## src/rtl/wb_trace_pkg.sv

```systemverilog
// rtl/wb_trace_pkg.sv - shared state encodings and stamp width for the WB trace buffer
package wb_trace_pkg;

    // Width of the free-running cycle stamp stored with every entry.
    localparam int STAMP_W = 16;

    typedef enum logic [1:0] {
        ST_IDLE   = 2'd0,
        ST_ARMED  = 2'd1,
        ST_POST   = 2'd2,
        ST_FROZEN = 2'd3
    } trace_state_t;

endpackage

```

## src/rtl/trace_ram.sv

```systemverilog
// rtl/trace_ram.sv - trace entry storage, one write port and an asynchronous read port
//
// Ports:
//   clk    rising-edge write clock
//   we     write enable
//   waddr  write address
//   wdata  write data
//   raddr  read address
//   rdata  read data, combinational from raddr
module trace_ram #(
    parameter int DEPTH = 16,
    parameter int WIDTH = 88,
    parameter int AW    = $clog2(DEPTH)
) (
    input  logic             clk,
    input  logic             we,
    input  logic [AW-1:0]    waddr,
    input  logic [WIDTH-1:0] wdata,
    input  logic [AW-1:0]    raddr,
    output logic [WIDTH-1:0] rdata
);

    // Contents are never reset; validity is tracked by the controller's count.
    logic [WIDTH-1:0] mem [DEPTH];

    always_ff @(posedge clk) begin
        if (we) begin
            mem[waddr] <= wdata;
        end
    end

    assign rdata = mem[raddr];

endmodule

```

## src/rtl/wb_trace.sv

```systemverilog
// rtl/wb_trace.sv - writeback-stage instruction trace buffer with PC trigger and post-trigger capture
//
// Ports:
//   iw_clk, iw_rst_n                clock, asynchronous active-low reset
//   iw_wb_valid/pc/instr/result     retiring instruction from WB
//   iw_arm, iw_clear                start capture / abort and empty
//   iw_trig_en, iw_trig_pc          PC trigger
//   iw_post                         entries captured after the trigger (sampled at trigger)
//   iw_rd_ready                     reader accepts the oldest entry
//   ow_rd_valid/pc/instr/result/stamp  oldest entry (valid only in FROZEN)
//   ow_count, ow_state, ow_overflow    occupancy, FSM state, sticky overwrite flag
module wb_trace
    import wb_trace_pkg::*;
#(
    parameter int DEPTH   = 16,
    parameter int ADDR_W  = 24,
    parameter int INSTR_W = 24,
    parameter int DATA_W  = 24
) (
    input  logic                     iw_clk,
    input  logic                     iw_rst_n,
    input  logic                     iw_wb_valid,
    input  logic [ADDR_W-1:0]        iw_wb_pc,
    input  logic [INSTR_W-1:0]       iw_wb_instr,
    input  logic [DATA_W-1:0]        iw_wb_result,
    input  logic                     iw_arm,
    input  logic                     iw_clear,
    input  logic                     iw_trig_en,
    input  logic [ADDR_W-1:0]        iw_trig_pc,
    input  logic [$clog2(DEPTH):0]   iw_post,
    input  logic                     iw_rd_ready,
    output logic                     ow_rd_valid,
    output logic [ADDR_W-1:0]        ow_rd_pc,
    output logic [INSTR_W-1:0]       ow_rd_instr,
    output logic [DATA_W-1:0]        ow_rd_result,
    output logic [STAMP_W-1:0]       ow_rd_stamp,
    output logic [$clog2(DEPTH):0]   ow_count,
    output logic [1:0]               ow_state,
    output logic                     ow_overflow
);

    localparam int PTR_W = $clog2(DEPTH);
    localparam int CNT_W = PTR_W + 1;
    localparam int ENT_W = ADDR_W + INSTR_W + DATA_W + STAMP_W;

    trace_state_t       state;
    logic [PTR_W-1:0]   wr_ptr;
    logic [PTR_W-1:0]   rd_ptr;
    logic [CNT_W-1:0]   count;
    logic [CNT_W-1:0]   post_cnt;
    logic [STAMP_W-1:0] stamp;
    logic               overflow;

    logic               capturing;
    logic               wr_en;
    logic               trig_hit;
    logic               full;
    logic               rd_valid;
    logic               pop;
    logic [ENT_W-1:0]   wr_data;
    logic [ENT_W-1:0]   rd_data;

    assign capturing = (state == ST_ARMED) || (state == ST_POST);
    // Clear aborts the cycle's write as well as the capture.
    assign wr_en     = capturing && iw_wb_valid && !iw_clear;
    assign trig_hit  = (state == ST_ARMED) && iw_wb_valid && iw_trig_en &&
                       (iw_wb_pc == iw_trig_pc);
    assign full      = (count == CNT_W'(DEPTH));
    assign rd_valid  = (state == ST_FROZEN) && (count != '0);
    assign pop       = rd_valid && iw_rd_ready;
    assign wr_data   = {iw_wb_pc, iw_wb_instr, iw_wb_result, stamp};

    trace_ram #(
        .DEPTH (DEPTH),
        .WIDTH (ENT_W)
    ) u_ram (
        .clk   (iw_clk),
        .we    (wr_en),
        .waddr (wr_ptr),
        .wdata (wr_data),
        .raddr (rd_ptr),
        .rdata (rd_data)
    );

    // Free-running stamp; only reset restarts it, clear does not.
    always_ff @(posedge iw_clk or negedge iw_rst_n) begin
        if (!iw_rst_n) begin
            stamp <= '0;
        end else begin
            stamp <= stamp + STAMP_W'(1);
        end
    end

    always_ff @(posedge iw_clk or negedge iw_rst_n) begin
        if (!iw_rst_n) begin
            state    <= ST_IDLE;
            wr_ptr   <= '0;
            rd_ptr   <= '0;
            count    <= '0;
            post_cnt <= '0;
            overflow <= 1'b0;
        end else if (iw_clear) begin
            state    <= ST_IDLE;
            wr_ptr   <= '0;
            rd_ptr   <= '0;
            count    <= '0;
            post_cnt <= '0;
            overflow <= 1'b0;
        end else begin
            // Writes happen only in ARMED/POST and pops only in FROZEN, so the
            // two pointer updates below never collide.
            if (wr_en) begin
                wr_ptr <= wr_ptr + PTR_W'(1);
                if (full) begin
                    // Ring is full: drop the oldest entry, occupancy stays at DEPTH.
                    rd_ptr   <= rd_ptr + PTR_W'(1);
                    overflow <= 1'b1;
                end else begin
                    count <= count + CNT_W'(1);
                end
            end
            if (pop) begin
                rd_ptr <= rd_ptr + PTR_W'(1);
                count  <= count - CNT_W'(1);
            end

            case (state)
                ST_IDLE: begin
                    if (iw_arm) begin
                        state <= ST_ARMED;
                    end
                end
                ST_ARMED: begin
                    if (trig_hit) begin
                        if (iw_post == '0) begin
                            state <= ST_FROZEN;
                        end else begin
                            state    <= ST_POST;
                            post_cnt <= iw_post;
                        end
                    end
                end
                ST_POST: begin
                    if (wr_en) begin
                        post_cnt <= post_cnt - CNT_W'(1);
                        if (post_cnt == CNT_W'(1)) begin
                            state <= ST_FROZEN;
                        end
                    end
                end
                ST_FROZEN: begin
                    if (count == '0) begin
                        state <= ST_IDLE;
                    end
                end
                default: state <= ST_IDLE;
            endcase
        end
    end

    assign ow_state    = state;
    assign ow_count    = count;
    assign ow_overflow = overflow;
    assign ow_rd_valid = rd_valid;

    // Entry fields are forced to zero when nothing is readable so stale RAM
    // contents never appear on the read port (including right after reset).
    assign ow_rd_pc     = rd_valid ? rd_data[ENT_W-1 -: ADDR_W] : '0;
    assign ow_rd_instr  = rd_valid ? rd_data[DATA_W+STAMP_W +: INSTR_W] : '0;
    assign ow_rd_result = rd_valid ? rd_data[STAMP_W +: DATA_W] : '0;
    assign ow_rd_stamp  = rd_valid ? rd_data[STAMP_W-1:0] : '0;

endmodule

```

## config.mk

```make
export PLATFORM = sky130hd
export DESIGN_NAME = wb_trace
export DESIGN_NICKNAME = d
export VERILOG_FILES = /design/src/rtl/wb_trace_pkg.sv /design/src/rtl/trace_ram.sv /design/src/rtl/wb_trace.sv
export SDC_FILE = /design/constraint.sdc
export NUM_CORES = 1
export LEC_CHECK = 0
export BUFFER_PORTS_ARGS = -buffer_cell sky130_fd_sc_hd__buf_2
export CAP_MARGIN = 20
export CORE_ASPECT_RATIO = 1.5
export CORE_UTILIZATION = 28
export CTS_CLUSTER_SIZE = 12
export DETAILED_ROUTE_END_ITERATION = 16
export GPL_TIMING_DRIVEN = 0
export SLEW_MARGIN = 20
export SYNTH_ARGS = -nofsm -noshare
export SYNTH_HDL_FRONTEND = slang
export SYNTH_HIERARCHICAL = 1
export SYNTH_SLANG_ARGS = --single-unit
```

## constraint.sdc

```tcl
create_clock -name iw_clk -period 17 [get_ports iw_clk]
set_input_delay 4.25 -clock iw_clk [delete_from_list [all_inputs] [get_ports iw_clk]]
set_output_delay 4.25 -clock iw_clk [all_outputs]
set_load 0.005 [all_outputs]
```

==> out/metrics.yaml, run 1 <==
critical_path:
  path_class: "flop to output port"
  crit_path_cell_trace: "ha_1, o21a_4, clkbuf_1, clkbuf_1, and2_1, buf_2"
  cp-start-kind: "flop"
  required_ns: 12.75
  cpMostUsedCell: "clkbuf_1"
  crit_family: "buffers and inverters"
  cp_max_fo: 10
  critical_path_buf_inv_count: 3
  crit_slowest_cell: "clkbuf_1"
  cpPeakStageDelay_ns: 0.90
  worstPathArrival_ns: 4.27
  end_kind: "output port"
detailed_routing:
  ant_nets: 0
  via_count: 27898
  firstDrtPassIters: 5
  via_per_inst: 4.88
  drc_errors: 0
  drt_wl_total_um: 147000
  drt-initial-drc-count: 2688
  routedWlPerCell_um: 25.6
layout:
  filler_cell_count: 18358
  final_area_sq_um: 66500
  nets: 3114
  utilization_pct: 33.9
  layout-drive-gt1-share_pct: 30.5
  area_growth_pct: 19.7
worst_hold_path:
  holdCritPathClass: "flop to flop"
sta:
  hold_violations: 0
  fmaxAchievable_mhz: 117
  tightest_slew_ns: 1.15
  slew_headroom_pct: 23.4
  setup_viol: 0
  rsz0062_at_grt: "false"
  skew_ns: 0.0305
  slew_violations: 0
  period_minus_slack_ns: 8.52
  period_share_pct: 50.1
clock_tree:
  cts-root-buf: "clkbuf_16"
  clk_latency_ns: 0.76
  clk_pin_slew_worst_paths_ns: 0.06
  cts_buffers: 151
  clock_path_buffers: 3
  clock-sinks: 1445
  post_cts_buffers: 0
  cts_hold_buffers: 0
  htreeDepth: 4
  cts_resized: 0
  cts_tree: "built"
floorplanning:
  dieArea_sq_um: 200000
  die_h_um: 548
  start_util_pct: 28.3
  core_area_sq_um: 196000
  fp-row-count: 199
  die_x_um: 366
  io_pins: 205
yosys:
  syn_nets: 2630
  syn_inst: 2511
  synth_top_area_share_pct: 76.1
  synth_seq_cells: 1445
  synth_cell_types: 50
  synth_edf_count: 1408
  synth_top_flop_cell: "edfxtp_1"
  yosysWarnings: 6
  synth_most_common_cell: "edfxtp_1"
  synth_top_area_cell: "edfxtp_1"
  synth_area_leaders: "edfxtp_1 76%, mux4_2 14%, a22oi_1 2.4%"
  avgSynthCellArea_sq_um: 22.1
  syn_area_sq_um: 55500
  async_flop_share_pct: 2.56
  synthTopCellsByCount: "1408 x edfxtp_1, 352 x mux4_2, 177 x a22oi_1"
  yosysSeqAreaShare_pct: 77.8
grt:
  antenna_found_initial: 48
  grt_pass1_wl_um: 209000
  grt_use_total_pct: 14.6
  grt_max_degree: 38
  gr-total-overflow: 0
  grt_pass1_vias: 28803
placed_design:
  placed_area_sq_um: 62000
  gp_congestion: 0.735
  portBuffers: 204
  place_hpwl_um: 99900
power_and_ir_drop:
  power.density_nw_per_um2: 112
  ir_drop_v: 0.0000802
  p_leak_nw: 20.6
run_status:
  status: "completed"
flow_run:
  cap_violations: 0
[cells by family after synthesis]
logic type | count (synthesis) | share of synthesized area [%]
AND/OR/NAND/NOR | 289 | 2.65
XOR/XNOR | 50 | 0.788
flip-flops | 1445 | 77.8
multiplexers | 357 | 14.4
AO/OA/AOI/OAI | 213 | 2.88
adder cells (fa/ha/maj) | 11 | 0.248
buffers and inverters | 146 | 1.29
[state kept, by name, summed over array words and instances, names as in the netlist]
| name | cells |
|---|---|
| ow_count | 5 |
| ow_overflow | 1 |
| ow_state | 2 |
| post_cnt | 5 |
| rd_ptr | 4 |
| stamp | 16 |
| u_ram/mem | 1408 |
| wr_ptr | 4 |
[routing by layer]
layer,GRT usage [%],part of all wire [%]
met1,19.0,40
met2,25.0,51
met3,2.40,6.9
met4,4.07,2.4
met5,0,0.029
[report_power, final]
part	internal [mW]	switching [mW]
Combinational	0.188	0.275
Clock	1.71	1.30
Sequential	3.96	0.0271
[stage by stage]
stage | TNS (ns) | setup WS (ns) | total power [mW] | cells | hold WS [ns]
6_report | 0 | 8.48 | 7.46 | 5722 | 0.525
4_1_cts | 0 | 8.46 | 7.53 | 5715 | 0.525
2_1_floorplan | 0 | 5.14 | 4.32 | 2511 | 0.507
3_3_place_gp | -1063.33 | -3.24 | 4.52 | 5328 | 0.512
5_1_grt | 0 | 8.33 | 7.70 | 5719 | 0.542
3_5_place_dp | 0 | 9.30 | 4.53 | 5455 | 0.505
[final cells by class]
type / count / area [sq um] / area share [%]
Sequential cell: 1445 / 43200 / 65.0
Multi-Input combinational cell: 920 / 11700 / 17.6
Clock buffer: 212 / 4110 / 6.18
Tap cell: 2613 / 3270 / 4.92
Timing Repair Buffer: 331 / 3100 / 4.66
Buffer: 134 / 672 / 1.01
Clock inverter: 48 / 350 / 0.527
Inverter: 12 / 45.0 / 0.0677
Antenna cell: 7 / 17.5 / 0.0263
[worst reg2reg max path, stage by stage, from the launching register on]
cell and delay (ns):
dfrtp_1 0.46, inv_1 0.12, ha_1 0.31, nand2_1 0.19, nor2_1 0.29, nand3_1 0.34, nor3_2 0.46, buf_4 0.26
buf_4 0.22, buf_4 0.20, buf_4 0.21, buf_4 0.22, buf_6 0.17
[layout by cell type (no fill, tap or decap), types with 7 or more instances in the layout]
cell and n:
inv_1 11, dfrtp_1 37, buf_6 23, nand3_1 11, nor2_1 20, a21oi_1 7
ha_1 11, xor2_1 28, clkbuf_16 153, diode_2 7, nand2_1 104, nor4_1 8
buf_2 230, clkinv_2 13, edfxtp_1 1408, and2_1 91, clkbuf_1 114, buf_12 35
buf_16 32, a22oi_1 177, buf_1 23, nor2_4 12, clkinv_1 21, buf_4 60
mux4_2 352, xnor2_1 22
[final timing paths]
path | start | endpoint | slack (ns) | cells past startpoint
setup / recovery | ow_state[1]$_DFFE_PN0P_ | ow_rd_stamp[5] | 8.48 | 6
hold / removal | ow_overflow$_DFFE_PN0P_ | ow_overflow$_DFFE_PN0P_ | 0.52 | 2
setup reg to reg | ow_state[1]$_DFFE_PN0P_ | u_ram/mem[12][42]$_DFFE_PP_ | 13.24 | 12
hold reg to reg | ow_overflow$_DFFE_PN0P_ | ow_overflow$_DFFE_PN0P_ | 0.52 | 2
max in group asynchronous | iw_rst_n | stamp[2]$_DFF_PN0_ | 13.05 | 1
min in group asynchronous | iw_rst_n | ow_state[1]$_DFFE_PN0P_ | 3.51 | 1
Power figures use the tool's default switching activity.
==> run 2, diff against run 1 <==
Clock period 17 ns to 7.8 ns, I/O delays scaled along.
==> run 2 against run 1 <==
  * Flip-flop and latch count unchanged
  * Clock skew down 0.00082 ns
  * Worst setup slack worse by 6.9 ns
  * Clock power up 120%
  * Clock-buffer cell count down 1
  * Non-clock buffer count down 22
  * Largest cell class unchanged
  * Hold slack worse by 0.0080 ns
  * Sequential power up 120%
  * Die area unchanged
==> out/metrics.yaml, run 2 (synthesis results as in run 1) <==
clock_tree:
  clk_latency_ns: 0.75  # was 0.76 ns
  clock_path_buffers: 3  # unchanged
  cts_hold_buffers: 0  # unchanged
  clock-sinks: 1445  # unchanged
  clk_pin_slew_worst_paths_ns: 0.06  # about the same
  cts_buffers: 151  # unchanged
  post_cts_buffers: 0  # unchanged
  cts_tree: "built"  # unchanged
  htreeDepth: 4  # unchanged
  cts-root-buf: "clkbuf_16"  # unchanged
  cts_resized: 0  # unchanged
floorplanning:
  io_pins: 205  # unchanged
  start_util_pct: 28.3  # unchanged
  core_area_sq_um: 196000  # unchanged
  dieArea_sq_um: 200000  # unchanged
  fp-row-count: 199  # unchanged
  die_x_um: 366  # unchanged
  die_h_um: 548  # unchanged
sta:
  setup_viol: 0  # unchanged
  tightest_slew_ns: 1.13  # was 1.15 ns
  period_minus_slack_ns: 6.26
  skew_ns: 0.0297  # was 0.0305 ns
  fin_tns_setup_ns: 0  # unchanged
  slew_headroom_pct: 24.5  # was 23.4%
  slew_violations: 0  # unchanged
  rsz0062_at_grt: "false"  # unchanged
  hold_violations: 0  # unchanged
  fmaxAchievable_mhz: 160
  period_share_pct: 80.3
layout:
  layout_commonest_cell: "edfxtp_1"  # unchanged
  utilization_pct: 33.9  # about the same
  top_regs: "u_ram/mem x1408, stamp x16"  # unchanged
  multi_input_area_sq_um: 11800  # was 11700 sq um
  nets: 3092  # was 3114
  register_area_sq_um: 43200  # unchanged
  stdcell_count: 5707  # was 5722
  layout-drive-gt1-share_pct: 29.7  # was 30.5%
  filler_cell_count: 18200  # was 18358
  regMostFlops: "u_ram/mem"  # unchanged
  largest_reg_flops: 1408  # unchanged
  area_growth_pct: 19.9  # was 19.7%
  final_cell_mix: "1408 x edfxtp_1, 352 x mux4_2, 231 x buf_2, 177 x a22oi_1, 152 x clkbuf_16"  # was 1408 x edfxtp_1, 352 x mux4_2, 230 x buf_2, 177 x a22oi_1, 153 x clkbuf_16
  final_area_sq_um: 66600  # was 66500 sq um
detailed_routing:
  drt-initial-drc-count: 2485  # was 2688
  ant_nets: 0  # unchanged
  routedWlPerCell_um: 25.7  # was 25.6 um
  firstDrtPassIters: 5  # unchanged
  via_count: 27598  # was 27898
  drc_errors: 0  # unchanged
  drt_wl_total_um: 146000  # was 147000 um
  via_per_inst: 4.84  # was 4.88
power_and_ir_drop:
  ir_drop_v: 0.000177  # was 0.0000802 V
  power.density_nw_per_um2: 244  # was 112 nW/um^2
  p_leak_nw: 20.5  # was 20.6 nW
  p_total_mw: 16.2  # was 7.46 mW
critical_path:
  required_ns: 5.85  # was 12.75 ns
  reg2reg_from: "ow_state[0]$_DFFE_PN0P_"  # was ow_state[1]$_DFFE_PN0P_
  worstPathArrival_ns: 4.31  # was 4.27 ns
  regToRegSetupSlack_ns: 4.13  # was 13.24 ns
  cp-start-kind: "flop"  # unchanged
  r2r_cells: 10  # was 12
  end_kind: "output port"  # unchanged
  path_class: "flop to output port"  # unchanged
  cp_max_fo: 10  # unchanged
  r2r_end: "u_ram/mem[2][60]$_DFFE_PP_"  # was u_ram/mem[12][42]$_DFFE_PP_
placed_design:
  placed_area_sq_um: 62100  # was 62000 sq um
  portBuffers: 204  # unchanged
  gp_congestion: 0.740  # was 0.735
  place_hpwl_um: 99500  # was 99900 um
  dp_cells: 5432  # was 5455
worst_hold_path:
  worstHoldPathCells: 2  # unchanged
  holdCritPathClass: "flop to flop"  # unchanged
  hold_end: "ow_overflow$_DFFE_PN0P_"  # unchanged
  hp-start: "ow_overflow$_DFFE_PN0P_"  # unchanged
grt:
  antenna_found_initial: 40  # was 48
  grt_pass1_vias: 28609  # was 28803
  grt_use_total_pct: 14.6  # about the same
  gr-total-overflow: 0  # unchanged
  grt_pass1_wl_um: 208000  # was 209000 um
  grt_max_degree: 38  # unchanged
run_status:
  status: "completed"  # unchanged
flow_run:
  cap_violations: 0  # unchanged
## run 2: cell types whose count changed in the layout (fill, tap and decap cells not counted), sizes merged
cell,previous run,this run
clkinvlp,2,1
buf,404,382
clkinv,39,43
inv,17,22
clkbuf,273,272
bufinv,2,1
diode,7,8
## run 2: metrics by stage
stage	hold slack, ns	worst slack (ns)
final	0.517	1.54
after global routing	0.546	1.42
after CTS	0.523	1.48
after detailed placement	0.510	2.32
after global placement	0.512	-4.75
after floorplan	0.507	0.623
## run 2: how the worst max path moves through the flow
stage | from | slack (ns) | endpoint | cells after the start
after detailed placement | rd_ptr[2]$_DFFE_PN0P_ | 2.32 | ow_rd_pc[4] | 7
after global routing | rd_ptr[2]$_DFFE_PN0P_ | 1.42 | ow_rd_pc[4] | 7
final | rd_ptr[2]$_DFFE_PN0P_ | 1.54 | ow_rd_pc[4] | 7
after CTS | rd_ptr[2]$_DFFE_PN0P_ | 1.48 | ow_rd_pc[4] | 7
after floorplan | iw_clear | 0.62 | u_ram/mem[1][0]$_DFFE_PP_ | 5
after global placement | iw_clear | -4.75 | u_ram/mem[1][51]$_DFFE_PP_ | 6
## run 2: layout make-up
| class | count | area share (%) |
|---|---|---|
| multi-input cells | 920 | 17.7 |
| inverters | 12 | 0.0676 |
| well taps | 2613 | 4.91 |
| plain buffers | 134 | 1.01 |
| flip-flops and latches | 1445 | 64.9 |
| diodes | 8 | 0.0301 |
| repair buffers | 309 | 4.84 |
| clock inverters | 55 | 0.488 |
| clock buffers | 211 | 6.12 |
## run 2: where the power goes
| group | internal, mW | switching (mW) | leakage (nW) |
|---|---|---|---|
| Clock | 3.67 | 2.85 | 2.13 |
| Sequential | 8.63 | 0.0614 | 13.0 |
| Combinational | 0.429 | 0.605 | 5.40 |
## run 2: worst max-delay path: stages, from the launching register on
cell,delay (ns)
dfrtp_1,0.48
nor2_1,0.82
clkbuf_1,0.67
clkbuf_1,0.71
a22oi_1,0.25
nand2_1,0.13
and2_1,0.29
buf_2,0.20
## run 2: metal layers
metal | wire [um] | vias up | track usage (%)
met3 | 10100 | 211 | 2.76
met5 | 65 | - | 0
met2 | 75900 | 1002 | 25.2
li1 | - | 11498 | -
met4 | 2400 | 10 | 3.24
met1 | 57900 | 14877 | 18.8
==> run 3, diff against run 2 <==
Clock period 7.8 ns to 5.7 ns, I/O delays scaled along.
==> run 3 against run 2 <==
  * Sequential share of layout area shrank 0.18 points
  * Routed wire length decreased by 1.1%
  * Highest routed layer unchanged
  * Clock skew down 0.0014 ns
  * Register-to-register slack worse by 2.0 ns
  * Sequential power increased by 37%
  * Global-route usage shrank 0.17 points
  * Largest cell class unchanged
  * Final area is 0.28% higher
==> out/metrics.yaml, run 3 (synthesis results as in run 1) <==
critical_path:
  reg2reg_from: "ow_state[0]$_DFFE_PN0P_"  # unchanged
  cp-start-kind: "flop"  # unchanged
  crit_path_cell_trace: "buf_2, buf_2, buf_1, mux4_2, a22oi_1, nand2_1, and2_1, buf_2"  # was nor2_1, clkbuf_1, clkbuf_1, a22oi_1, nand2_1, and2_1, buf_2
  required_ns: 4.28  # was 5.85 ns
  path_class: "flop to output port"  # unchanged
  worstPathArrival_ns: 4.19  # was 4.31 ns
  cp_max_fo: 10  # unchanged
  r2r_cells: 10  # unchanged
  crit_slowest_cell: "buf_1"  # was nor2_1
  cpPeakStageDelay_ns: 0.75  # was 0.82 ns
  regToRegSetupSlack_ns: 2.12  # was 4.13 ns
  cpMostUsedCell: "buf_2"  # was clkbuf_1
  r2r_end: "u_ram/mem[0][42]$_DFFE_PP_"  # was u_ram/mem[2][60]$_DFFE_PP_
  end_kind: "output port"  # unchanged
  crit_start: "rd_ptr[1]$_DFFE_PN0P_"  # was rd_ptr[2]$_DFFE_PN0P_
detailed_routing:
  routedWlPerCell_um: 25.4  # was 25.7 um
  ant_nets: 0  # unchanged
  via_per_inst: 4.85  # was 4.84
  firstDrtPassIters: 5  # unchanged
  drt-initial-drc-count: 2665  # was 2485
  drt_wl_total_um: 145000  # was 146000 um
  drc_errors: 0  # unchanged
  via_count: 27633  # was 27598
clock_tree:
  cts_tree: "built"  # unchanged
  clock-sinks: 1445  # unchanged
  clk_pin_slew_worst_paths_ns: 0.06  # about the same
  cts-root-buf: "clkbuf_16"  # unchanged
  clock_path_buffers: 3  # unchanged
  cts_buffers: 150  # was 151
  clk_latency_ns: 0.75  # about the same
  post_cts_buffers: 0  # unchanged
  cts_hold_buffers: 0  # unchanged
  htreeDepth: 4  # unchanged
sta:
  rsz0062_at_grt: "false"  # unchanged
  setup_viol: 0  # unchanged
  fmaxAchievable_mhz: 178
  tightest_slew_ns: 0.962  # was 1.13 ns
  period_share_pct: 98.5
  fin_hold_ws_ns: 0.538  # was 0.517 ns
  hold_violations: 0  # unchanged
  skew_ns: 0.0282  # was 0.0297 ns
  fin_tns_setup_ns: 0  # unchanged
  slew_violations: 0  # unchanged
  period_minus_slack_ns: 5.61
  slew_headroom_pct: 35.9  # was 24.5%
layout:
  nets: 3093  # was 3092
  layout_commonest_cell: "edfxtp_1"  # unchanged
  top_regs: "u_ram/mem x1408, stamp x16"  # unchanged
  register_area_sq_um: 43200  # unchanged
  final_cell_mix: "1408 x edfxtp_1, 352 x mux4_2, 231 x buf_2, 177 x a22oi_1, 158 x clkbuf_16"  # was 1408 x edfxtp_1, 352 x mux4_2, 231 x buf_2, 177 x a22oi_1, 152 x clkbuf_16
  multi_input_area_sq_um: 11800  # about the same
  filler_cell_count: 18264  # was 18200
  layout-drive-gt1-share_pct: 29.9  # was 29.7%
  regMostFlops: "u_ram/mem"  # unchanged
  area_growth_pct: 20.2  # was 19.9%
  largest_reg_flops: 1408  # unchanged
  final_area_sq_um: 66800  # was 66600 sq um
floorplanning:
  die_x_um: 366  # unchanged
  dieArea_sq_um: 200000  # unchanged
  core_area_sq_um: 196000  # unchanged
  die_h_um: 548  # unchanged
  fp-row-count: 199  # unchanged
  io_pins: 205  # unchanged
  start_util_pct: 28.3  # unchanged
grt:
  grt_max_degree: 22  # was 38
  gr-total-overflow: 0  # unchanged
  antenna_found_initial: 34  # was 40
  grt_pass1_wl_um: 207000  # was 208000 um
  grt_use_total_pct: 14.4  # was 14.6%
  grt_pass1_vias: 29078  # was 28609
power_and_ir_drop:
  ir_drop_v: 0.000264  # was 0.000177 V
  power.density_nw_per_um2: 335  # was 244 nW/um^2
  p_total_mw: 22.4  # was 16.2 mW
  p_leak_nw: 20.6  # was 20.5 nW
run_status:
  status: "completed"  # unchanged
worst_hold_path:
  holdCritPathClass: "flop to flop"  # unchanged
  worstHoldPathCells: 2  # unchanged
  hold_end: "ow_overflow$_DFFE_PN0P_"  # unchanged
  hp-start: "ow_overflow$_DFFE_PN0P_"  # unchanged
placed_design:
  gp_congestion: 0.732  # was 0.740
  placed_area_sq_um: 62300  # was 62100 sq um
  portBuffers: 204  # unchanged
  place_hpwl_um: 98400  # was 99500 um
flow_run:
  cap_violations: 0  # unchanged
## run 3: repair_timing
action                                  CTS  global route
gates resized for setup                   0             2
cloned                                    0             0
endpoints found under the setup margin    2             1
## run 3: power by group
group          internal [mW]  switching [mW]  leakage (nW)
registers               11.8          0.0847          13.0
clock network           5.19            3.90          2.19
logic                  0.567           0.818          5.44
## run 3: routing by layer
layer	GRT usage (%)	share of wire [%]	vias to the layer above
li1	-	-	11508
met1	18.9	40	14838
met3	2.59	7.0	227
met4	3.62	2.1	6
met5	0	0.028	-
met2	24.6	51	1054
## run 3: critical path, delay by kind of cell, from the launching register on
kind / cells / cell delay (ns)
buffers and inverters: 4 / 1.85
flip-flops: 1 / 0.51
AND/OR/NAND/NOR: 2 / 0.44
multiplexers: 1 / 0.43
AO/OA/AOI/OAI: 1 / 0.21
## run 3: how the worst max path moves through the flow
stage	end	cells after the start
after floorplan	u_ram/mem[1][0]$_DFFE_PP_	5
after global placement	u_ram/mem[1][31]$_DFFE_PP_	6
after detailed placement	ow_rd_stamp[1]	6
after CTS	ow_rd_pc[4]	7
after global routing	ow_rd_stamp[13]	8
final	ow_rd_instr[22]	8
## run 3: final cells by class
class,count,area share (%)
Buffer,133,1.00
Antenna cell,3,0.0112
Tap cell,2613,4.90
Timing Repair Buffer,312,4.93
Clock buffer,221,6.36
Multi-Input combinational cell,920,17.6
Inverter,12,0.0674
Sequential cell,1445,64.7
Clock inverter,43,0.410
## run 3: per-stage QoR
step | cells | util [%] | setup slack (ns)
after floorplan | 2511 | - | -0.952
after global placement | 5328 | 30.5 | -6.05
after detailed placement | 5436 | 31.7 | 0.691
after CTS | 5699 | 34.0 | 0.0578
after global routing | 5700 | 34.0 | 0.0154
final | 5702 | 34.0 | 0.0857
